File: config.mk
export PLATFORM = sky130hd
export DESIGN_NAME = compression_dispatch_scheduler
export DESIGN_NICKNAME = d
export VERILOG_FILES = /design/src/rtl/compression_dispatch_scheduler.sv
export SDC_FILE = /design/constraint.sdc
export NUM_CORES = 1
export LEC_CHECK = 0
export ABC_AREA = 0
export CAP_MARGIN = 20
export CORE_ASPECT_RATIO = 0.75
export CORE_MARGIN = 2
export CORE_UTILIZATION = 42
export CTS_CLUSTER_SIZE = 24
export DETAILED_ROUTE_END_ITERATION = 7
export GPL_TIMING_DRIVEN = 0
export MAX_ROUTING_LAYER = met4
export PLACE_DENSITY = 0.82
export SLEW_MARGIN = 20
export SYNTH_ARGS = -nofsm -noshare
export SYNTH_HDL_FRONTEND = slang
export SYNTH_SLANG_ARGS = --single-unit
export TNS_END_PERCENT = 1
File: constraint.sdc
create_clock -name clk -period 2.4 [get_ports clk]
set_clock_uncertainty 0.15 [all_clocks]
set_input_delay 0.48 -clock clk [delete_from_list [all_inputs] [get_ports clk]]
set_output_delay 0.48 -clock clk [all_outputs]
set_load 0.01 [all_outputs]
File: src/rtl/compression_dispatch_scheduler.sv
// -----------------------------------------------------------------------------
// compression_dispatch_scheduler
//
// Purpose:
//   Time-shares a single compression engine across NUM_STREAM_ELEMENTS stream
//   elements in strict round-robin token order. The element pointed at by
//   use_sel is muxed into the engine. When that element holds a record and
//   the engine has room, a one-cycle data-taken pulse is sent to the element
//   and the pointer advances. After every take the scheduler idles for
//   SETTLE_CYCLES so the engine's byte count can reflect the new record
//   before the next decision. It also keeps dispatch statistics and a sticky
//   watchdog that flags prolonged ordering stalls.
//
// Ports:
//   clk              in   clock
//   resetn           in   asynchronous, active-low reset
//   enable           in   dispatch permitted when 1
//   use_byte_counts  in   N x 8 pending byte counts, element i at [i*8 +: 8]
//   cse_byte_count   in   bytes pending inside the compression engine
//   cse_shift        in   engine is draining into its return FIFO this cycle
//   use_sel          out  index of the element muxed into the engine
//   use_taken        out  one-hot data-taken pulse (combinational)
//   dispatch_count   out  records dispatched, wraps at 2^32
//   stall_cycles     out  length of the current stall, saturates at 0xFFFF
//   order_stall_err  out  sticky watchdog flag, cleared only by reset
// -----------------------------------------------------------------------------
module compression_dispatch_scheduler #(
  parameter int NUM_STREAM_ELEMENTS    = 4,
  parameter int MAX_UNCOMPRESSED_BYTES = 34,
  parameter int FIFO_MAX_INGEST_BYTES  = 16,
  parameter int SETTLE_CYCLES          = 1,
  parameter int WATCHDOG_CYCLES        = 1024
) (
  input  logic                                        clk,
  input  logic                                        resetn,
  input  logic                                        enable,
  input  logic [NUM_STREAM_ELEMENTS*8-1:0]            use_byte_counts,
  input  logic [$clog2(MAX_UNCOMPRESSED_BYTES*8)-1:0] cse_byte_count,
  input  logic                                        cse_shift,
  output logic [$clog2(NUM_STREAM_ELEMENTS)-1:0]      use_sel,
  output logic [NUM_STREAM_ELEMENTS-1:0]              use_taken,
  output logic [31:0]                                 dispatch_count,
  output logic [15:0]                                 stall_cycles,
  output logic                                        order_stall_err
);

  localparam int SEL_W = $clog2(NUM_STREAM_ELEMENTS);
  localparam int CNT_W = $clog2(MAX_UNCOMPRESSED_BYTES*8);

  localparam logic [CNT_W-1:0] INGEST_LIMIT = CNT_W'(FIFO_MAX_INGEST_BYTES);
  localparam logic [3:0]       SETTLE_LOAD  = 4'(SETTLE_CYCLES - 1);
  localparam logic [15:0]      WDG_LIMIT    = 16'(WATCHDOG_CYCLES - 1);
  localparam logic [SEL_W-1:0] SEL_ONE      = SEL_W'(1);

  typedef enum logic [0:0] {
    ST_READY  = 1'b0,
    ST_SETTLE = 1'b1
  } state_e;

  state_e             state_q,    state_d;
  logic [SEL_W-1:0]   sel_q,      sel_d;
  logic [3:0]         settle_q,   settle_d;
  logic [31:0]        dispatch_q, dispatch_d;
  logic [15:0]        stall_q,    stall_d;
  logic               err_q,      err_d;

  logic [7:0]         counts_s [NUM_STREAM_ELEMENTS];
  logic [7:0]         cur_s;
  logic               others_busy_s;
  logic               room_s;
  logic               issue_s;
  logic               stalled_s;

  // Unpack the flat count bus into one byte per element.
  for (genvar g = 0; g < NUM_STREAM_ELEMENTS; g++) begin : g_unpack
    assign counts_s[g] = use_byte_counts[g*8 +: 8];
  end

  // Current-element count and whether any other element is waiting.
  always_comb begin
    cur_s         = counts_s[sel_q];
    others_busy_s = 1'b0;
    for (int i = 0; i < NUM_STREAM_ELEMENTS; i++) begin
      if ((SEL_W'(i) != sel_q) && (counts_s[i] != 8'd0)) begin
        others_busy_s = 1'b1;
      end else begin
        others_busy_s = others_busy_s;
      end
    end
  end

  // Engine room, issue decision and stall classification.
  always_comb begin
    room_s = (cse_byte_count == {CNT_W{1'b0}}) ||
             ((cse_byte_count < INGEST_LIMIT) && cse_shift);
    // resetn gates issue so no pulse escapes while the flops sit in reset.
    issue_s = resetn && (state_q == ST_READY) && enable &&
              (cur_s != 8'd0) && room_s;
    // Strict ordering: an empty current element blocks everyone behind it.
    stalled_s = ((cur_s == 8'd0) && others_busy_s) ||
                ((cur_s != 8'd0) && !room_s);
  end

  // One-hot take pulse toward the selected element.
  always_comb begin
    use_taken = {NUM_STREAM_ELEMENTS{1'b0}};
    if (issue_s) begin
      use_taken[sel_q] = 1'b1;
    end else begin
      use_taken = {NUM_STREAM_ELEMENTS{1'b0}};
    end
  end

  // Next-state logic for the dispatch FSM, statistics and watchdog.
  always_comb begin
    state_d    = state_q;
    sel_d      = sel_q;
    settle_d   = settle_q;
    dispatch_d = dispatch_q;
    stall_d    = stall_q;
    err_d      = err_q;
    case (state_q)
      ST_READY: begin
        if (issue_s) begin
          state_d    = ST_SETTLE;
          settle_d   = SETTLE_LOAD;
          sel_d      = sel_q + SEL_ONE;  // power-of-two count wraps naturally
          dispatch_d = dispatch_q + 32'd1;
          stall_d    = 16'd0;
        end else if (enable) begin
          if (stalled_s) begin
            if (stall_q >= WDG_LIMIT) begin
              err_d = 1'b1;
            end else begin
              err_d = err_q;
            end
            if (stall_q != 16'hFFFF) begin
              stall_d = stall_q + 16'd1;
            end else begin
              stall_d = stall_q;
            end
          end else begin
            stall_d = 16'd0;
          end
        end else begin
          // Disabled: everything holds.
          stall_d = stall_q;
        end
      end
      ST_SETTLE: begin
        // Settling runs to completion independent of enable.
        if (settle_q == 4'd0) begin
          state_d = ST_READY;
        end else begin
          settle_d = settle_q - 4'd1;
        end
      end
      default: begin
        state_d  = ST_READY;
        settle_d = 4'd0;
      end
    endcase
  end

  // State and statistics registers.
  always_ff @(posedge clk or negedge resetn) begin
    if (!resetn) begin
      state_q    <= ST_READY;
      sel_q      <= {SEL_W{1'b0}};
      settle_q   <= 4'd0;
      dispatch_q <= 32'd0;
      stall_q    <= 16'd0;
      err_q      <= 1'b0;
    end else begin
      state_q    <= state_d;
      sel_q      <= sel_d;
      settle_q   <= settle_d;
      dispatch_q <= dispatch_d;
      stall_q    <= stall_d;
      err_q      <= err_d;
    end
  end

  assign use_sel         = sel_q;
  assign dispatch_count  = dispatch_q;
  assign stall_cycles    = stall_q;
  assign order_stall_err = err_q;

endmodule

# After elaboration in Yosys (flattened, before gate mapping)
# Cells that the tools add are included.
# word_totals
in_bits	45
word_cells	74
out_inout_bits	55
regBits	56
# classes
eq_ne	7
n_lt_le_gt_ge	5
n_bitwise	3
add_sub_neg	4
n_reduce_logical	29
muxes	20
# ops
cell	n
16-bit two-way mux	4
8-bit nonzero test	5
32-bit by 1-bit adder with 32-bit output (second input constant)	1
16-bit by 1-bit adder with 16-bit output (second input constant)	1
8-bit binary-select mux with 2-bit select	1
16-bit by 10-bit >= comparator with 1-bit output (second input constant)	1
8-bit two-way mux	2
16-bit inequality test (second input constant)	1
1-bit logical AND	12
4-bit two-way mux	3
9-bit logical NOT	1
9-bit by 5-bit less-than comparator with 1-bit output (second input constant)	1
8-bit logical NOT	1
4-bit case mux with 2 select lines	1
1-bit two-way mux	7
5-bit AND reduction	1
4-bit logical NOT	1
2-bit inequality test (first input constant)	2
2-bit inequality test (second input constant)	2
2-bit AND reduction	2
2-bit nonzero test	2
4-bit by 1-bit subtractor with 4-bit output (second input constant)	1
3-bit >= comparator (second input constant)	1
2-bit by 3-bit less-than comparator with 1-bit output (second input constant)	1
other kinds (11)	13

# Depth between registers and ports, before layout
# logic_depth
depth_word	11
ltp_mapped	7
mapped_depth_nobuf	7

# Worst setup path before layout
# No wires, ideal clock.
# synth_timing
path_type	input to output
startpoint	input cse_byte_count[1]
endpoint	output use_taken[0]
path_slack_ns	-0.020
path_buffers	1
arrival_time_ns	1.790
path_stages	5
required_time_ns	1.770
cell_sequence	nor4_1 o211ai_1 nor3_2 buf_2 and2_1
# synth_via
elab_chain_len	5
elab_cells_between_ends	6
cone_classes	order compare: 1; mux: 1; reduce/logical: 4
# synth_rtl
item	line	text
start: declaration	38	input logic [$clog2(MAX_UNCOMPRESSED_BYTES*8)-1:0] cse_byte_count,
9-bit by 5-bit less-than comparator with 1-bit output	95	((cse_byte_count < INGEST_LIMIT) && cse_shift);
1-bit logical AND	95	
1-bit logical OR (*)	94	room_s = (cse_byte_count == {CNT_W{1'b0}}) ||
1-bit logical AND (*)	98	(cur_s != 8'd0) && room_s;
4-bit two-way mux (*)	107	if (issue_s) begin
end: declaration	41	output logic [NUM_STREAM_ELEMENTS-1:0] use_taken,
# Mark *: on every way between the ends. The rest lies on a longest branch, timed or not.

# Worst setup path in the final report
# layout_timing
startpoint	input use_byte_counts[7]
endpoint	output use_taken[2]
# layout_via
elab_chain_len	7
# layout_rtl
item	line	text
start: declaration	37	input logic [NUM_STREAM_ELEMENTS*8-1:0] use_byte_counts,
8-bit binary-select mux with 2-bit select	81	cur_s = counts_s[sel_q];
8-bit two-way mux (not written as such) (2 in series)	81	
8-bit nonzero test	98	
1-bit logical AND	97	issue_s = resetn && (state_q == ST_READY) && enable &&
1-bit logical AND	98	
4-bit two-way mux	107	
# Every way passes these cells. The select of a mux whose other input is x is not followed.

==> impl_metrics.toml <==
[finish]
syn_to_final_growth_pct = 48.31
diodes = 0
layout.core_utilization_pct = 65.33
layout-drive-gt1-share_pct = 15.35
final_nets = 468

[setup_path]
start_kind = "primary input"
crit_type = "primary input to primary output"
cp-end-kind = "primary output"
r2r-end = "stall_cycles[7]"
r2r_cells = 7
timing.rr.start = "stall_cycles[1]"
r2r_slack_ps = 40
cp_max_fo = 7
arrival_ps = 1810
required_ps = 1770

[power_and_ir_drop]
ir_drop_v = 0.0002675
switching_share_pct = 30.51
finalPower_w = 0.002256
p_sw_w = 0.0006884
pwr-share-clk_pct = 24.1
p_leak_nw = 1.923
seqPwrFrac_pct = 50.6
intPower_w = 0.001568
p_comb_share_pct = 25.3
p_per_area_nw_per_um2 = 500.8

[clock_network]
cts_max_level = 2
cts.sinks = 56
cts_root_buf = "clkbuf_8"
clk_path_buf_depth = 2
clkTransAtPathRegs_ps = 90
cts_inserted_buffers = 5
cts_tree = "built"
clk_latency_ps = 310

[logic_synthesis]
synth_commonest_cells = "56 x dfrtp_1, 25 x nand2_1, 25 x nor2_1, 25 x xnor2_1, 24 x nand3_1"
synth_area_per_cell_um2 = 10.26
netlist-cell-type-count = 49
ys_seq_elements = 56
synth_area_um2 = 3038
synth_ff_type = "dfrtp_1"
synth_edf_count = 0
yosysMostFrequentCell = "dfrtp_1"
yosysSeqAreaShare_pct = 46.13
syn-num-nets = 348
synth.top_cells.by_area = "dfrtp_1 46%, xnor2_1 7.2%, nand3_1 4.0%"
yosysTopAreaCellShare_pct = 46.13
synth_warnings = 0
synthArstFlopShare_pct = 100.0
synth_top_cell_by_area = "dfrtp_1"
synth_cells = 296

[sta]
hold_violations = 0
fin_setup_tns_ps = -95.56
drv_slew = 0
layout_setup_ws_ps = -35.70
tightest_slew_ps = 561.6
slew_headroom_pct = 62.25
min_period_ps = 2436
setup_violations = 4
fmax_mhz = 410.6
rsz0062_at_grt = "yes"
finalCritPeriodShare_pct = 101.5
fin_hold_ws_ps = 332.8

[die]
start_util_pct = 44.05
dieArea_um2 = 7937
core_area_um2 = 6897
ios = 100
rows = 26
die_h_um = 77.66
die_x_um = 102.2

[worst_hold_path]
hold_depth = 1
worstHoldStart = "dispatch_count[31]"
min_path_type = "register to register"
min_to = "dispatch_count[31]"

[route]
num_vias = 2718
via_per_inst = 5.278
drtIter0Drc = 168
drt-wirelength-per-cell_um = 15.62
routed_wirelength_um = 8046
drc = 0
drtPass1Iterations = 4
antenna_left = 0

[place]
io_buffers = 99
gp_congestion = 0.8784
dpl_worst_slack_ps = -1305
dpl.hpwl_um = 5718

[grt]
grt_pass1_vias = 2731
grt_pass1_wl_um = 13540
gr-total-overflow = 0
antenna_found_initial = 0
grt_util_all_layers_pct = 21.90
grt_max_degree = 26

[run_status]
status = "complete, but fails checks"
violations = "negative setup slack"

[flow_run]
maxCapViolCount = 0
## placed cells by master, fill, tap and decap left out, drive strengths merged, types with 2 or more instances in the layout
cell and instances:
nor4 15, clkdlybuf4s50 54, inv 7, nand2b 5
xnor2 25, nand3 24, xor2 13, a22o 2
nor2 26, o21ai 7, and2 7, mux2i 5
dlygate4sd2 21, ha 7, nor3 8, a21oi 6
clkbuf 9, o41ai 2, dlygate4sd3 2, mux2 2
buf 21, nand2 26, and4 6, dfrtp 56
or4 3, and3 12, clkdlybuf4s15 17, nand4 13
## metal layers
| layer | global-route usage (%) | vias to the layer above | share of wire [%] |
|---|---|---|---|
| met5 | - | - | 0 |
| met4 | 4.133 | 0 | 0.87 |
| met3 | 3.964 | 10 | 4.4 |
| met2 | 33.82 | 70 | 47 |
| met1 | 30.62 | 1327 | 47 |
| li1 | - | 1311 | - |
## stage by stage
step	instance area, um2	cells
2_1_floorplan	3038	296
3_3_place_gp	4151	493
3_5_place_dp	4149	493
4_1_cts	4434	515
5_1_grt	4506	515
6_report	4506	515
## worst max-delay path, cell delays in order
cell and delay [ps]:
clkdlybuf4s15_1 210, nor4_4 310, nand4_1 210, nand4_4 140, nor3_4 60, buf_6 140
and2_1 130, buf_2 130
## layout make-up
cell class | instances | area [um2]
well taps | 98 | 122.6
plain buffers | 5 | 37.54
clock buffers | 6 | 82.58
clock inverters | 2 | 13.76
multi-input cells | 229 | 1725
fillers | 558 | 2391
repair buffers | 113 | 1099
inverters | 6 | 22.52
flip-flops and latches | 56 | 1403
## cell families (layout without fill, tap and decap cells)
| family | after synthesis | count (layout) | synth area share [%] |
|---|---|---|---|
| buffers and inverters | 11 | 132 | 1.441 |
| xor gates and xnor gates | 38 | 38 | 10.96 |
| muxes | 7 | 7 | 2.924 |
| DFF | 56 | 56 | 46.13 |
| AOI/OAI and AO/OA | 27 | 27 | 6.755 |
| adders and majority gates | 7 | 7 | 2.883 |
| and+or+nand+nor | 150 | 150 | 28.91 |
## power groups by stage
| stage | logic (W) | registers, W | clock network (W) |
|---|---|---|---|
| 2_1_floorplan | 0.000242 | 0.00117 | 0 |
| 3_3_place_gp | 0.000521 | 0.00115 | 0 |
| 3_5_place_dp | 0.000540 | 0.00116 | 0 |
| 4_1_cts | 0.000562 | 0.00114 | 0.000563 |
| 5_1_grt | 0.000628 | 0.00116 | 0.000600 |
| 6_report | 0.000571 | 0.00114 | 0.000545 |
## worst max-delay path by stage
| stage | start | end | slack [ps] |
|---|---|---|---|
| 2_1_floorplan | cse_byte_count[1] | use_taken[0] | 20 |
| 3_5_place_dp | enable | use_taken[3] | -1310 |
| 3_3_place_gp | resetn | use_taken[1] | -2740 |
| 4_1_cts | use_byte_counts[31] | use_taken[2] | -40 |
| 6_report | use_byte_counts[7] | use_taken[2] | -40 |
| 5_1_grt | use_byte_counts[31] | use_taken[2] | -130 |
## registers in the layout, summed over array words and instances, names as in the netlist
register	cells
stall_cycles	16
settle_q	4
order_stall_err	1
dispatch_count	32
use_sel	2
state_q	1
## timing repair
| item | 4_1_cts | 5_1_grt |
|---|---|---|
| hold endpoints to repair | 46 | 0 |
| setup buffers | 10 | 0 |
| gates cloned | 0 | 0 |
| pin swaps | 22 | 3 |
| resized for setup | 99 | 10 |
| setup endpoints to repair | 48 | 24 |
| hold buffers | 4 | 0 |
(Power assumes the default switching activity.)
